[src/rtl/s4ga_cfg_seq_if.sv]
// Host-side bundle for the s4ga configuration sequencer: the config write
// port, the run controls, and the segment stream / status returned to the host.
interface s4ga_cfg_seq_if #(
   parameter int N      = 16,
   parameter int K      = 4,
   parameter int SI_W   = 4,
   parameter int FCNT_W = 16
) ();
   localparam int IDX_W     = $clog2(N);
   localparam int IDX_SEGS  = (IDX_W + SI_W - 1) / SI_W;
   localparam int MASK_SEGS = ((2 ** K) + SI_W - 1) / SI_W;
   localparam int CFG_SEGS  = K * IDX_SEGS + MASK_SEGS;
   localparam int CFG_W     = CFG_SEGS * SI_W;

   logic              wr_en;
   logic [IDX_W-1:0]  wr_addr;
   logic [CFG_W-1:0]  wr_data;
   logic              start;
   logic [FCNT_W-1:0] run_frames;
   logic              stop;
   logic [SI_W-1:0]   si;
   logic              fab_rst;
   logic              busy;
   logic [IDX_W-1:0]  lut_n;
   logic              frame_done;
   logic [FCNT_W-1:0] frame_cnt;

   // Host / test logic side.
   modport master (
      output wr_en, wr_addr, wr_data, start, run_frames, stop,
      input  si, fab_rst, busy, lut_n, frame_done, frame_cnt
   );

   // Sequencer side.
   modport slave (
      input  wr_en, wr_addr, wr_data, start, run_frames, stop,
      output si, fab_rst, busy, lut_n, frame_done, frame_cnt
   );
endinterface

[src/rtl/s4ga_cfg_seq.sv]
// s4ga configuration sequencer: holds one packed config entry per LUT and
// replays them as a seamless SI_W-bit segment stream into the fabric, owning
// fabric reset, run start/stop and frame counting. Every output is registered.
module s4ga_cfg_seq #(
   parameter int N      = 16,
   parameter int K      = 4,
   parameter int SI_W   = 4,
   parameter int FCNT_W = 16
) (
   input  logic             clk,
   input  logic             rst,
   s4ga_cfg_seq_if.slave    bus
);
   localparam int IDX_W     = $clog2(N);
   localparam int IDX_SEGS  = (IDX_W + SI_W - 1) / SI_W;
   localparam int MASK_SEGS = ((2 ** K) + SI_W - 1) / SI_W;
   localparam int CFG_SEGS  = K * IDX_SEGS + MASK_SEGS;
   localparam int CFG_W     = CFG_SEGS * SI_W;
   localparam int SEG_W     = (CFG_SEGS > 1) ? $clog2(CFG_SEGS) : 1;

   localparam logic [SEG_W-1:0]  SEG_LAST = SEG_W'(CFG_SEGS - 1);
   localparam logic [IDX_W-1:0]  LUT_LAST = IDX_W'(N - 1);
   localparam logic [FCNT_W-1:0] CNT_MAX  = {FCNT_W{1'b1}};

   typedef enum logic [0:0] {
      ST_IDLE = 1'b0,
      ST_RUN  = 1'b1
   } state_t;

   // Config store (deliberately not reset) and sequencing state.
   logic [CFG_W-1:0]  mem_r [N];
   state_t            state_r,      state_s;
   logic [SEG_W-1:0]  seg_r,        seg_s;
   logic [CFG_W-1:0]  shreg_r,      shreg_s;
   logic [FCNT_W-1:0] run_frames_r, run_frames_s;
   logic              stop_pend_r,  stop_pend_s;
   logic [SI_W-1:0]   si_r,         si_s;
   logic              fab_rst_r,    fab_rst_s;
   logic              busy_r,       busy_s;
   logic [IDX_W-1:0]  lut_r,        lut_s;
   logic              frame_done_r, frame_done_s;
   logic [FCNT_W-1:0] frame_cnt_r,  frame_cnt_s;
   logic [IDX_W-1:0]  lut_inc_s;
   logic              stop_req_s;
   logic              limit_hit_s;

   // Host writes land in the store in any state, even while rst is asserted.
   always_ff @(posedge clk) begin
      if (bus.wr_en) begin
         mem_r[bus.wr_addr] <= bus.wr_data;
      end
   end

   // Next-state and next-output logic; the snapshot reads the store before a
   // same-edge write lands, so a write racing its snapshot shows up next frame.
   always_comb begin
      state_s      = state_r;
      seg_s        = seg_r;
      shreg_s      = shreg_r;
      run_frames_s = run_frames_r;
      stop_pend_s  = stop_pend_r;
      si_s         = si_r;
      fab_rst_s    = fab_rst_r;
      busy_s       = busy_r;
      lut_s        = lut_r;
      frame_done_s = 1'b0;
      frame_cnt_s  = frame_cnt_r;
      lut_inc_s    = (lut_r == LUT_LAST) ? {IDX_W{1'b0}} : lut_r + IDX_W'(1);
      stop_req_s   = stop_pend_r | bus.stop;
      limit_hit_s  = (run_frames_r != {FCNT_W{1'b0}}) && (frame_cnt_r == run_frames_r);

      case (state_r)
         ST_IDLE: begin
            fab_rst_s   = 1'b1;
            si_s        = {SI_W{1'b0}};
            busy_s      = 1'b0;
            lut_s       = {IDX_W{1'b0}};
            seg_s       = {SEG_W{1'b0}};
            stop_pend_s = 1'b0;
            if (bus.start) begin
               state_s      = ST_RUN;
               run_frames_s = bus.run_frames;
               frame_cnt_s  = {FCNT_W{1'b0}};
               shreg_s      = mem_r[0] << SI_W;
               si_s         = mem_r[0][CFG_W-1 -: SI_W];
               fab_rst_s    = 1'b0;
               busy_s       = 1'b1;
            end else begin
               state_s = ST_IDLE;
            end
         end
         ST_RUN: begin
            if (seg_r != SEG_LAST) begin
               // Mid-entry: shift the next segment out of the snapshot.
               seg_s       = seg_r + SEG_W'(1);
               si_s        = shreg_r[CFG_W-1 -: SI_W];
               shreg_s     = shreg_r << SI_W;
               stop_pend_s = stop_req_s;
               if ((seg_s == SEG_LAST) && (lut_r == LUT_LAST)) begin
                  frame_done_s = 1'b1;
                  frame_cnt_s  = (frame_cnt_r == CNT_MAX) ? frame_cnt_r
                                                          : frame_cnt_r + FCNT_W'(1);
               end else begin
                  frame_done_s = 1'b0;
               end
            end else if ((lut_r == LUT_LAST) && (stop_req_s || limit_hit_s)) begin
               // Frame boundary with a stop pending or the frame budget spent.
               state_s     = ST_IDLE;
               fab_rst_s   = 1'b1;
               si_s        = {SI_W{1'b0}};
               busy_s      = 1'b0;
               lut_s       = {IDX_W{1'b0}};
               seg_s       = {SEG_W{1'b0}};
               stop_pend_s = 1'b0;
            end else begin
               // Entry boundary: snapshot the next LUT with no bubble.
               seg_s       = {SEG_W{1'b0}};
               lut_s       = lut_inc_s;
               shreg_s     = mem_r[lut_inc_s] << SI_W;
               si_s        = mem_r[lut_inc_s][CFG_W-1 -: SI_W];
               stop_pend_s = stop_req_s;
            end
         end
         default: begin
            state_s     = ST_IDLE;
            fab_rst_s   = 1'b1;
            si_s        = {SI_W{1'b0}};
            busy_s      = 1'b0;
            lut_s       = {IDX_W{1'b0}};
            seg_s       = {SEG_W{1'b0}};
            stop_pend_s = 1'b0;
         end
      endcase
   end

   // State and output registers; rst abandons any partial frame.
   always_ff @(posedge clk) begin
      if (rst) begin
         state_r      <= ST_IDLE;
         seg_r        <= {SEG_W{1'b0}};
         shreg_r      <= {CFG_W{1'b0}};
         run_frames_r <= {FCNT_W{1'b0}};
         stop_pend_r  <= 1'b0;
         si_r         <= {SI_W{1'b0}};
         fab_rst_r    <= 1'b1;
         busy_r       <= 1'b0;
         lut_r        <= {IDX_W{1'b0}};
         frame_done_r <= 1'b0;
         frame_cnt_r  <= {FCNT_W{1'b0}};
      end else begin
         state_r      <= state_s;
         seg_r        <= seg_s;
         shreg_r      <= shreg_s;
         run_frames_r <= run_frames_s;
         stop_pend_r  <= stop_pend_s;
         si_r         <= si_s;
         fab_rst_r    <= fab_rst_s;
         busy_r       <= busy_s;
         lut_r        <= lut_s;
         frame_done_r <= frame_done_s;
         frame_cnt_r  <= frame_cnt_s;
      end
   end

   assign bus.si         = si_r;
   assign bus.fab_rst    = fab_rst_r;
   assign bus.busy       = busy_r;
   assign bus.lut_n      = lut_r;
   assign bus.frame_done = frame_done_r;
   assign bus.frame_cnt  = frame_cnt_r;
endmodule

[src/flat_wrapper.sv]
// flat-port wrapper written by rule: the top's interface ports become plain ports
module s4ga_cfg_seq_flat 
#(
   parameter int N      = 16,
   parameter int K      = 4,
   parameter int SI_W   = 4,
   parameter int FCNT_W = 16
)
  (clk, rst, bus_wr_en, bus_wr_addr, bus_wr_data, bus_start, bus_run_frames, bus_stop, bus_si, bus_fab_rst, bus_busy, bus_lut_n, bus_frame_done, bus_frame_cnt);
  s4ga_cfg_seq_if #(.N(N), .K(K), .SI_W(SI_W), .FCNT_W(FCNT_W)) bus_i ();
  input  logic clk;
  input  logic rst;
  input wire logic [$bits(bus_i.wr_en)-1:0] bus_wr_en;
  input wire logic [$bits(bus_i.wr_addr)-1:0] bus_wr_addr;
  input wire logic [$bits(bus_i.wr_data)-1:0] bus_wr_data;
  input wire logic [$bits(bus_i.start)-1:0] bus_start;
  input wire logic [$bits(bus_i.run_frames)-1:0] bus_run_frames;
  input wire logic [$bits(bus_i.stop)-1:0] bus_stop;
  output wire logic [$bits(bus_i.si)-1:0] bus_si;
  output wire logic [$bits(bus_i.fab_rst)-1:0] bus_fab_rst;
  output wire logic [$bits(bus_i.busy)-1:0] bus_busy;
  output wire logic [$bits(bus_i.lut_n)-1:0] bus_lut_n;
  output wire logic [$bits(bus_i.frame_done)-1:0] bus_frame_done;
  output wire logic [$bits(bus_i.frame_cnt)-1:0] bus_frame_cnt;
  assign bus_i.wr_en = bus_wr_en;
  assign bus_i.wr_addr = bus_wr_addr;
  assign bus_i.wr_data = bus_wr_data;
  assign bus_i.start = bus_start;
  assign bus_i.run_frames = bus_run_frames;
  assign bus_i.stop = bus_stop;
  assign bus_si = bus_i.si;
  assign bus_fab_rst = bus_i.fab_rst;
  assign bus_busy = bus_i.busy;
  assign bus_lut_n = bus_i.lut_n;
  assign bus_frame_done = bus_i.frame_done;
  assign bus_frame_cnt = bus_i.frame_cnt;
  s4ga_cfg_seq #(.N(N), .K(K), .SI_W(SI_W), .FCNT_W(FCNT_W)) u_core (.clk(clk), .rst(rst), .bus(bus_i));
endmodule
[config.mk]
export PLATFORM = sky130hd
export DESIGN_NAME = s4ga_cfg_seq_flat
export DESIGN_NICKNAME = d
export VERILOG_FILES = /design/src/rtl/s4ga_cfg_seq_if.sv /design/src/rtl/s4ga_cfg_seq.sv /design/src/flat_wrapper.sv
export SDC_FILE = /design/constraint.sdc
export NUM_CORES = 1
export LEC_CHECK = 0
export BUFFER_PORTS_ARGS = -buffer_cell sky130_fd_sc_hd__buf_2
export CAP_MARGIN = 20
export CORE_ASPECT_RATIO = 0.6
export CORE_MARGIN = 3
export CORE_UTILIZATION = 35
export CTS_CLUSTER_DIAMETER = 40
export DETAILED_ROUTE_END_ITERATION = 10
export GPL_TIMING_DRIVEN = 1
export PLACE_DENSITY = 0.48
export SLEW_MARGIN = 20
export SYNTH_ARGS = -nofsm -noshare
export SYNTH_HDL_FRONTEND = slang
export SYNTH_SLANG_ARGS = --single-unit
[constraint.sdc]
create_clock -name clk -period 4.18 [get_ports clk]
set_input_delay 0.418 -clock clk [delete_from_list [all_inputs] [get_ports clk]]
set_output_delay 0.418 -clock clk [all_outputs]
set_load 0.02 [all_outputs]
# Word-level counts from Yosys, hierarchy flattened
# Memory sizes are Yosys's and may differ from the RTL's.
# Cells that the tools add are included.
# word_totals
reg_bits	80
latchBits	0
ramBits	512
rom_bits	0
word_cells	76
memories	1
# mem_list
memory	words	word_bits	read_ports	rd_clocked_by_memory_dff	wr	line_no	text
u_core.mem_r	16	32	2	0	1	s4ga_cfg_seq.sv:31	logic [CFG_W-1:0] mem_r [N];
# classes
addsub	3
mul	0
n_div	0
n_lt_le_gt_ge	0
eq_ne	12
shifts	0
mux	36
bitwise	3
reduce_logical	10
# op_table
op	count
32-bit two-way mux	3
16-bit two-way mux	4
32-bit one-hot mux with 2 select lines	1
16-bit one-hot mux with 2 select lines	1
4-bit two-way mux	6
16-bit by 1-bit adder with 16-bit output, second input constant	1
16-bit equality test	1
16-bit equality test, second input constant	1
4-bit one-hot mux with 2 select lines	2
16-bit nonzero test	1
1-bit two-way mux	13
2-bit inequality test, second input constant	6
1-bit one-hot mux with 2 select lines	4
3-bit inequality test, second input constant	2
3-bit one-hot mux with 2 select lines	1
2-bit AND reduction	3
4-bit by 1-bit adder with 4-bit output, second input constant	1
4-bit equality test, second input constant	1
4-bit AND reduction	1
3-bit by 1-bit adder with 3-bit output, second input constant	1
3-bit equality test, second input constant	1
1-bit logical AND	3
3-bit two-way mux	1
3-bit OR reduction	1
other kinds (3)	4

# Logic depth before layout (Yosys ltp)
# Gate-level depths: netlist of the first run.
# depth
ltp_word	7
mapped_depth	12
depth_no_buf	8

# Worst setup path after synthesis of the first run
# OpenSTA, ideal clock, no wires.
# synth_timing
kind	input to register
startpoint	input port bus_wr_addr[3]
endpoint	memory u_core.mem_r[0][0] in the netlist's numbering (enable)
setup_time_ps	461
t_arrival_ps	3137
slack_ps	582
path_stages	2
path_cell_list	or3b_2 > nor3_1
# synth_rtl
element	line_no	text
from (decl)	flat_wrapper.sv:14	input wire logic [$bits(bus_i.wr_addr)-1:0] bus_wr_addr;
to (decl)	s4ga_cfg_seq.sv:31	
# Straight into the memory's write port.

# Worst setup path in the final report of the first run
# layout_timing
startpoint	register u_core.lut_r[2], in the netlist u_core.bus.lut_n[2]
endpoint	register u_core.shreg_r[25]
# layout_via
elab_chain_len	6
word_cells_on_any_way	10
cone_classes	1 x add/sub; 2 x eq/ne; 4 x mux; 2 x reduce/logical; 1 x memory
# layout_rtl
element	line_no	text
from (decl)	s4ga_cfg_seq.sv:40	logic [IDX_W-1:0] lut_r, lut_s;
from (signal assigned)	s4ga_cfg_seq.sv:147	lut_r <= {IDX_W{1'b0}};
from (signal assigned)	s4ga_cfg_seq.sv:159	lut_r <= lut_s;
4-bit by 1-bit adder with 4-bit output or 4-bit equality test (tied branches)	s4ga_cfg_seq.sv:68, s4ga_cfg_seq.sv:106	
4-bit two-way mux	s4ga_cfg_seq.sv:68	lut_inc_s = (lut_r == LUT_LAST) ? {IDX_W{1'b0}} : lut_r + IDX_W'(1);
memory 16 x 32 bit	--	
32-bit two-way mux	s4ga_cfg_seq.sv:106	end else if ((lut_r == LUT_LAST) && (stop_req_s || limit_hit_s)) begin
32-bit two-way mux	s4ga_cfg_seq.sv:93	if (seg_r != SEG_LAST) begin
32-bit one-hot mux with 2 select lines	s4ga_cfg_seq.sv:72	case (state_r)
to (signal assigned)	s4ga_cfg_seq.sv:141	shreg_r <= {CFG_W{1'b0}};
to (signal assigned)	s4ga_cfg_seq.sv:153	shreg_r <= shreg_s;
to (decl)	s4ga_cfg_seq.sv:34	logic [CFG_W-1:0] shreg_r, shreg_s;
# Parallel ways exist; a longest one is shown, timed or not. The select of a mux whose other input is x is not followed.
# A chain may end at the register's enable or synchronous reset.

==> results of run 1 <==
## cell families (layout without fill, tap and decap cells)
group                      Yosys count  in the layout  synth area share
muxes                               96             96            0.0792
DFF                                588            588             0.717
and+or+nand+nor                    401            401            0.0785
buffers and inverters              123            272            0.0258
xor gates and xnor gates            28             28            0.0107
adders and majority gates            5              5           0.00266
AOI/OAI and AO/OA                  284            284            0.0858
## cell type report
class / instances / share of cell area
Clock buffer: 74 / 0.0596
Tap cell: 888 / 0.0407
Sequential cell: 588 / 0.620
Inverter: 26 / 0.00358
Multi-Input combinational cell: 814 / 0.228
Clock inverter: 36 / 0.0179
Timing Repair Buffer: 136 / 0.0303
## layer usage
metal	share of wire	wire (um)
met2	0.39	27000
met1	0.51	34800
met5	0	0
met3	0.084	5760
met4	0.017	1190
## layout by cell type, fill, tap and decap left out, drive strengths merged, types with 26 or more instances in the layout
cell type	synthesis	layout
clkbuf	42	74
a311oi	26	26
buf	55	136
a31oi	26	26
nand2	153	153
dfxtp	76	76
mux4	72	72
inv	25	30
nor2	104	104
nand3	50	50
edfxtp	512	512
a21oi	66	66
a22oi	29	29
## flip-flops by register name, indices dropped and copies added (netlist names)
name and cells:
u_core.bus.fab_rst 1, u_core.mem_r 512, u_core.seg_r 3, u_core.bus.lut_n 4, u_core.run_frames_r 16, u_core.state_r 1, u_core.bus.frame_done 1, u_core.bus.frame_cnt 16
u_core.bus.si 4, u_core.bus.busy 1, u_core.shreg_r 28, u_core.stop_pend_r 1
## through the flow
step                      cell area [um2]   util  std cells
after floorplan                     23600      -       1525
after global placement              25200  0.384       2452
after detailed placement            25200  0.384       2452
after CTS                           27300  0.416       2562
after global routing                27300  0.416       2562
final                               27300  0.416       2562
## worst max-delay path, stage by stage, from the launching register on
cell	delay (ps)
dfxtp_1	620
xnor2_2	890
nand2_1	380
nor2_1	650
nand3_1	240
and3_1	250
a311oi_1	230
## where the power goes
part           total [uW]  internal (uW)  switching, uW
logic                 385            112            273
registers            6580           6510           66.3
clock network        5800           3440           2360
## worst max-delay path by stage
stage,to,slack (ps),cells after the start
3_3_place_gp,u_core.shreg_r[29]$_SDFFE_PP0P_,1020,7
3_5_place_dp,u_core.shreg_r[9]$_SDFFE_PP0P_,890,7
6_report,u_core.shreg_r[25]$_SDFFE_PP0P_,790,6
2_1_floorplan,u_core.mem_r[0][0]$_DFFE_PP_,580,2
4_1_cts,u_core.shreg_r[9]$_SDFFE_PP0P_,900,7
5_1_grt,u_core.shreg_r[14]$_SDFFE_PP0P_,600,7
==> results.sh, run 1 <==
export IMPL_outcome="completed"
export IMPL_setup_viol=0
export IMPL_cts_setup_buffers=0
export IMPL_fin_crit_sh=0.811
export IMPL_power_uw=12800
export IMPL_synth_seq_area_share=0.717
export IMPL_r2r_start="u_core.bus.lut_n[2]$_SDFFE_PP0P_"
export IMPL_clock_fmax_ghz=0.295
export IMPL_worstPathArrival_ps=3900
export IMPL_required_ps=4690
export IMPL_rrSetupSlack_ps=790
export IMPL_vias=14200
export IMPL_use_met1=0.318
export IMPL_clock_skew_ps=20.2
export IMPL_ant_nets=0
export IMPL_setup_tns_ps=0
export IMPL_cts_tree="yes"
export IMPL_drt_wirelength_per_cell_um=26.8
export IMPL_gp_congestion=0.807
export IMPL_r2r_end="u_core.shreg_r[25]$_SDFFE_PP0P_"
export IMPL_fin_ws_ps=792
export IMPL_maxCapViolations=0
export IMPL_grtUsageMet3=0.0471
export IMPL_grt_max_degree=57
export IMPL_viasPerCell=5.54
export IMPL_reg2reg_depth=6
export IMPL_cts_root_buf="clkbuf_16"
export IMPL_ys_warn_count=0
export IMPL_yosysTopAreaCellShare=0.653
export IMPL_synth_edff_count=512
export IMPL_relSlewSlack=0.272
export IMPL_cts_hold_buf=0
export IMPL_met2_usage=0.254
export IMPL_ioPinCount=84
export IMPL_overflow=0
export IMPL_track_usage=0.194
export IMPL_ys_seq_elements=588
export IMPL_die_y_um=207
export IMPL_cts_resized_gates=0
export IMPL_critPathLaunchType="register"
export IMPL_synthDistinctLibCells=72
export IMPL_crit_path_start="u_core.bus.lut_n[2]$_SDFFE_PP0P_"
export IMPL_synth_common_cells="512 x edfxtp_1, 153 x nand2_1, 103 x nor2_1, 76 x dfxtp_1, 72 x mux4_2"
export IMPL_first_pass_iters=6
export IMPL_drive_gt1_frac=0.208
export IMPL_synth_main_ff_cell="edfxtp_1"
export IMPL_grt_pass1_wl_mm=99.5
export IMPL_fin_crit_ps=3390
export IMPL_drcViolationCount=0
export IMPL_synthCells=1525
export IMPL_multiInputGateArea_mm2=0.00622
export IMPL_worstMarginPinSlew_ps=1090
export IMPL_worst_path_max_fanout=21
export IMPL_antenna_cells=0
export IMPL_yosys_top_cells_area="edfxtp_1 65%, mux4_2 6.9%, dfxtp_1 6.5%, nand2_1 2.4%, nor2_1 1.6%"
export IMPL_h_tree_depth=2
export IMPL_fill_cells=5993
export IMPL_peakVddDrop_mv=0.285
export IMPL_drv_slew=0
export IMPL_clock_sinks=588
export IMPL_fp_dieW_um=341
export IMPL_yosysTopAreaCell="edfxtp_1"
export IMPL_holdWs_ps=44.8
export IMPL_hold_viol_final=0
export IMPL_worst_setup_path_type="reg -> reg"
export IMPL_numCtsBuffers=59
export IMPL_hpwl_mm=41.9
export IMPL_core_area_mm2=0.0655
export IMPL_fin_nets=1687
export IMPL_min_to="u_core.run_frames_r[9]$_SDFFE_PP0P_"
export IMPL_area_delta_synth_final_pct=15.8
export IMPL_rows=72
export IMPL_end_kind="register"
export IMPL_clkLatencyLatePin_ps=620
export IMPL_drt_wl_total_mm=68.8
export IMPL_ff_latch_area_mm2=0.0169
export IMPL_busiest_layer="met1"
export IMPL_yosysMostFrequentCell="edfxtp_1"
export IMPL_synth_area_per_cell_um2=15.4
export IMPL_syn_nets=1587
export IMPL_drt_iter0_drc=1622
export IMPL_ys_async_sr_fraction=0
export IMPL_port_buffers=83
export IMPL_pre_cts_ws_ps=886
export IMPL_start_util=0.360
export IMPL_hp_class="in -> reg"
export IMPL_grt_pass1_vias=13700
export IMPL_min_path_cells=3
export IMPL_hold_start="bus_run_frames[9]"
export IMPL_clk_transition_reported_paths_ps=70
export IMPL_leakagePower_uw=0.00876
export IMPL_power_density_mw_per_mm2=468
export IMPL_die_area_mm2=0.0706
export IMPL_syn_area_mm2=0.0236
export IMPL_antenna_found_initial=1
export IMPL_grt_setup_unrepaired="false"
export IMPL_cts_buffer_depth=3
(Power assumes the default switching activity.)
==> inputs of run 2 (changes only) <==
==> constraint.sdc (replaced) <==
create_clock -name clk -period 3.54 [get_ports clk]
set_input_delay 0.354 -clock clk [delete_from_list [all_inputs] [get_ports clk]]
set_output_delay 0.354 -clock clk [all_outputs]
set_load 0.02 [all_outputs]
==> run 2 against run 1 <==
Final cell count rose by 1.1%. Largest power group unchanged. Largest cell class unchanged. Core utilization up 0.50 points. Via count grew 1.8%. Sequential share of layout area is 0.73 points lower. Power is 18% higher. Clock skew decreased by 2.5 ps. Global-route usage up 0.14 points. Register-to-register slack got worse by 290 ps. Hold slack improved by 5.0 ps. Count of clock-buffer cells in the layout grew 9.
==> results.sh, run 2 (same netlist as run 1, synthesis figures left out) <==
export IMPL_stdcell_count=2590
export IMPL_hold_viol_final=0
export IMPL_end_kind="register"
export IMPL_clkLatencyLatePin_ps=630
export IMPL_required_ps=4070
export IMPL_drcViolationCount=0
export IMPL_clk_transition_reported_paths_ps=60
export IMPL_core_area_mm2=0.0655
export IMPL_cts_resized_gates=0
export IMPL_gp_congestion=0.791
export IMPL_peakVddDrop_mv=0.389
export IMPL_setup_tns_ps=0
export IMPL_critical_path_depth=8
export IMPL_viasPerCell=5.57
export IMPL_top_layer_used="met4"
export IMPL_vias=14400
export IMPL_die_y_um=207
export IMPL_clock_fmax_ghz=0.329
export IMPL_track_usage=0.195
export IMPL_multiInputGateArea_mm2=0.00622
export IMPL_cts_tree="yes"
export IMPL_cts_hold_buf=16
export IMPL_worstPathCellList="ha_4 > xnor2_2 > buf_4 > nand2_1 > nor2_1 > a32o_1 > a311oi_1 > a311oi_1"
export IMPL_relSlewSlack=0.413
export IMPL_power_density_mw_per_mm2=545
export IMPL_drt_wl_total_mm=69.0
export IMPL_wl_met2_mm=28.7
export IMPL_crit_family="simple AND/OR/NAND/NOR gates"
export IMPL_post_route_util=0.421
export IMPL_ioPinCount=84
export IMPL_antenna_cells=0
export IMPL_port_buffers=83
export IMPL_layout_commonest_cell="edfxtp_1"
export IMPL_critical_path_most_common_cell="a311oi_1"
export IMPL_start_util=0.360
export IMPL_ff_latch_area_mm2=0.0169
export IMPL_setup_viol=0
export IMPL_outcome="completed"
export IMPL_rows=72
export IMPL_worst_path_buf_inv=1
export IMPL_cts_root_buf="clkbuf_16"
export IMPL_die_area_mm2=0.0706
export IMPL_maxCapViolations=0
export IMPL_cts_buffer_depth=3
export IMPL_drt_wirelength_per_cell_um=26.6
export IMPL_grt_setup_unrepaired="false"
export IMPL_hpwl_mm=41.3
export IMPL_h_tree_depth=2
export IMPL_dp_cells=2459
export IMPL_ant_nets=0
export IMPL_fp_dieW_um=341
export IMPL_clock_skew_ps=17.7
export IMPL_hp_class="in -> reg"
export IMPL_area_delta_synth_final_pct=17.2
export IMPL_fill_cells=5919
export IMPL_drt_iter0_drc=1585
export IMPL_critPathLaunchType="register"
export IMPL_min_path_cells=3
export IMPL_numCtsBuffers=61
export IMPL_cts_setup_buffers=0
export IMPL_drv_slew=0
export IMPL_wl_met1_mm=34.1
export IMPL_grt_pass1_vias=13900
export IMPL_drive_gt1_frac=0.210
export IMPL_antenna_found_initial=0
export IMPL_largest_reg_flops=512
export IMPL_leakagePower_uw=0.00888
export IMPL_fin_crit_ps=3040
export IMPL_worst_path_max_delay_cell="xnor2_2"
export IMPL_worst_setup_path_type="reg -> reg"
export IMPL_slowest_delay_ps=660
export IMPL_grt_pass1_wl_mm=100
export IMPL_worstMarginPinSlew_ps=878
export IMPL_clock_sinks=588
export IMPL_fin_nets=1712
export IMPL_largestRegisters="u_core.mem_r x512, u_core.shreg_r x28"
export IMPL_routed_wl_met3_mm=5.29
export IMPL_first_pass_iters=5
export IMPL_final_cell_mix="512 x edfxtp_1, 153 x nand2_1, 91 x nor2_1"
export IMPL_reg2reg_depth=8
export IMPL_fin_crit_sh=0.859
export IMPL_grt_max_degree=59
export IMPL_worst_path_max_fanout=16
export IMPL_regMostFlops="u_core.mem_r"
export IMPL_overflow=0
export IMPL_worstPathArrival_ps=3570
-- run 2: path summary, 6_finish.rpt --
path / startpoint / to / slack, ps
worst max-delay path: u_core.bus.lut_n[1]$_SDFFE_PP0P_ / u_core.shreg_r[12]$_SDFFE_PP0P_ / 500
worst min-delay path: bus_stop / u_core.stop_pend_r$_SDFF_PP0_ / 50
worst max register to register: u_core.bus.lut_n[1]$_SDFFE_PP0P_ / u_core.shreg_r[12]$_SDFFE_PP0P_ / 500
worst min register to register: u_core.seg_r[0]$_SDFF_PP0_ / u_core.seg_r[0]$_SDFF_PP0_ / 460
-- run 2: metrics by stage --
step	hold WS [ps]	setup WS (ps)	total power, uW	cell area (um2)
floorplan	430	5.82	8100	23600
finish	49.8	498	15000	27600
global placement	446	677	8360	25300
global route	35.4	255	15500	27600
detailed placement	458	589	8370	25300
CTS	8.51	529	15200	27600
-- run 2: final cells by class --
cell class              count  share of cell area
inverters                  26             0.00354
repair buffers            159              0.0413
well taps                 888              0.0403
flip-flops and latches    588               0.612
clock buffers              83              0.0613
multi-input cells         814               0.225
clock inverters            32              0.0158
-- run 2: report_power, final --
part / switching (uW) / internal [uW] / total [uW]
sequential: 74.4 / 7690 / 7770
combinational: 323 / 147 / 470
clock: 2760 / 4030 / 6790
-- run 2: worst min-delay path, stage by stage --
cell,delay (ps)
buf_2,100
nor2_1,110
a211oi_1,60
-- run 2: per-layer routing --
| layer | GRT usage | up-vias |
|---|---|---|
| li1 | - | 6263 |
| met1 | 0.315 | 7513 |
| met3 | 0.0348 | 77 |
| met2 | 0.273 | 583 |
| met4 | 0.0388 | 0 |
| met5 | 0 | - |
==> inputs of run 3 (changes only) <==
--- a/config.mk
+++ b/config.mk
@@ -12,8 +12,9 @@
 export CORE_UTILIZATION = 35
 export CTS_CLUSTER_DIAMETER = 40
 export DETAILED_ROUTE_END_ITERATION = 10
-export GPL_TIMING_DRIVEN = 1
+export GPL_TIMING_DRIVEN = 0
 export PLACE_DENSITY = 0.48
+export RECOVER_POWER = 50
 export SLEW_MARGIN = 20
 export SYNTH_ARGS = -nofsm -noshare
 export SYNTH_HDL_FRONTEND = slang
==> run 3 against run 2 <==
Sequential power is essentially flat. Largest power group unchanged. Via count is 4.1% higher. Core utilization increased by 0.61 points. Count of clock-buffer cells in the layout decreased by 2. First-iteration DRC count is 29% higher. The run now ends with max-capacitance violations, max-slew violations left. Critical endpoint is now u_core.shreg_r[24]$_SDFFE_PP0P_. Combinational power grew 8.7%.
==> results.sh, run 3 (same netlist as run 1, synthesis figures left out) <==
export IMPL_outcome="finished, violations left"
export IMPL_failed_checks="max-capacitance violations, max-slew violations"
export IMPL_cts_tree="yes"
export IMPL_worst_setup_path_type="reg -> reg"
export IMPL_regMostFlops="u_core.mem_r"
export IMPL_hold_viol_final=0
export IMPL_hp_class="in -> reg"
export IMPL_ioPinCount=84
export IMPL_end_kind="register"
export IMPL_power_uw=14700
export IMPL_overflow=0
export IMPL_grt_pass1_vias=14200
export IMPL_setup_viol=0
export IMPL_fin_crit_sh=0.947
export IMPL_maxCapViolations=2
export IMPL_port_buffers=82
export IMPL_layout_commonest_cell="edfxtp_1"
export IMPL_start_util=0.360
export IMPL_largest_reg_flops=512
export IMPL_drt_wirelength_per_cell_um=28.9
export IMPL_largestRegisters="u_core.mem_r x512, u_core.shreg_r x28"
export IMPL_fill_cells=5928
export IMPL_die_y_um=207
export IMPL_final_cell_mix="512 x edfxtp_1, 153 x nand2_1, 96 x nor2_1"
export IMPL_ant_nets=0
export IMPL_area_delta_synth_final_pct=18.8
export IMPL_power_density_mw_per_mm2=524
export IMPL_vias=15000
export IMPL_peakVddDrop_mv=0.297
export IMPL_clk_transition_reported_paths_ps=60
export IMPL_antenna_found_initial=2
export IMPL_fp_dieW_um=341
export IMPL_cts_setup_buffers=0
export IMPL_grt_pass1_wl_mm=108
export IMPL_viasPerCell=5.63
export IMPL_fin_nets=1790
export IMPL_drt_iter0_drc=2044
export IMPL_drt_wl_total_mm=77.2
export IMPL_clkLatencyLatePin_ps=630
export IMPL_drv_slew=19
export IMPL_h_tree_depth=2
export IMPL_leakagePower_uw=0.00905
export IMPL_required_ps=4060
export IMPL_worstMarginPinSlew_ps=1710
export IMPL_core_area_mm2=0.0655
export IMPL_numCtsBuffers=60
export IMPL_rows=72
export IMPL_critPathLaunchType="register"
export IMPL_clock_sinks=588
export IMPL_first_pass_iters=6
export IMPL_hpwl_mm=54.6
export IMPL_clock_fmax_ghz=0.298
export IMPL_pre_cts_ws_ps=-187
export IMPL_fin_crit_ps=3350
export IMPL_worstPathArrival_ps=3870
export IMPL_grt_max_degree=19
export IMPL_worst_path_max_fanout=19
export IMPL_gp_congestion=0.852
export IMPL_clock_skew_ps=34.6
export IMPL_track_usage=0.217
export IMPL_grt_setup_unrepaired="false"
export IMPL_fin_ws_ps=186
export IMPL_die_area_mm2=0.0706
export IMPL_drcViolationCount=0
export IMPL_drive_gt1_frac=0.194
export IMPL_relSlewSlack=-0.147
export IMPL_cts_root_buf="clkbuf_16"
export IMPL_cts_buffer_depth=3
[run 3: cell types whose count changed in the layout (fill, tap and decap cells not counted), moves of 3 or more]
cell / delta
buf_16: +17
clkinv_2: +4
buf_1: +6
clkbuf_2: +4
nor2_1: +5
clkbuf_1: +71
buf_4: -23
nor2_4: -6
buf_2: -8
buf_12: -3
bufinv_16: -6
buf_6: +13
clkinv_4: +3
[run 3: worst paths after layout]
kind         slack [ps]  cells past startpoint                         endpoint                              from
min reg2reg         460                      1       u_core.seg_r[0]$_SDFF_PP0_        u_core.seg_r[0]$_SDFF_PP0_
max                 190                      9  u_core.shreg_r[24]$_SDFFE_PP0P_  u_core.bus.lut_n[1]$_SDFFE_PP0P_
max reg2reg         190                      9  u_core.shreg_r[24]$_SDFFE_PP0P_  u_core.bus.lut_n[1]$_SDFFE_PP0P_
min                  30                      3    u_core.stop_pend_r$_SDFF_PP0_                          bus_stop
[run 3: layer usage]
layer  GRT usage  up-vias  routed length (um)
li1            -     6432                   -
met1       0.345     7770               37100
met2       0.289      720               30100
met3      0.0660      103                8560
met4      0.0412        0                1360
met5           0        -                   0
[run 3: where the power goes]
group          switching, uW  internal (uW)  total, uW  leakage [uW]
sequential              79.1           7690       7770       0.00525
clock                   2800           3570       6370      0.000964
combinational            350            161        511       0.00284
[run 3: critical path, cell delays in order, from the launching register on]
cell and delay [ps]:
dfxtp_1 510, ha_1 210, buf_4 160, buf_4 200
xor2_2 420, buf_2 630, mux4_2 360, nor2_1 60
a211o_1 390, a311oi_1 300
[run 3: through the flow]
stage	instance area, um2	TNS, ps	hold WS (ps)	utilization	std cells
after global placement	25100	-888000	441	0.383	2495
after detailed placement	26000	-255	455	0.397	2540
after floorplan	23600	0	430	-	1525
final	28000	0	35.0	0.427	2669
after global routing	28000	0	26.5	0.427	2668
after CTS	28100	0	13.6	0.429	2670
[run 3: repair_timing]
item | in CTS | in global routing
hold buffers | 16 | 0
hold endpoints to repair | 16 | 0
resized for setup | 2 | 7
endpoints found under the setup margin | 7 | 9
[run 3: final cells by class]
type,count,area (um2),area share
flip-flops and latches,588,16900,0.604
multi-input cells,814,6110,0.218
clock buffers,81,1670,0.0598
repair buffers,143,1290,0.0460
well taps,888,1110,0.0397
plain buffers,95,509,0.0182
clock inverters,33,304,0.0109
inverters,26,97.6,0.00349
diodes,1,2.50,0.0000894
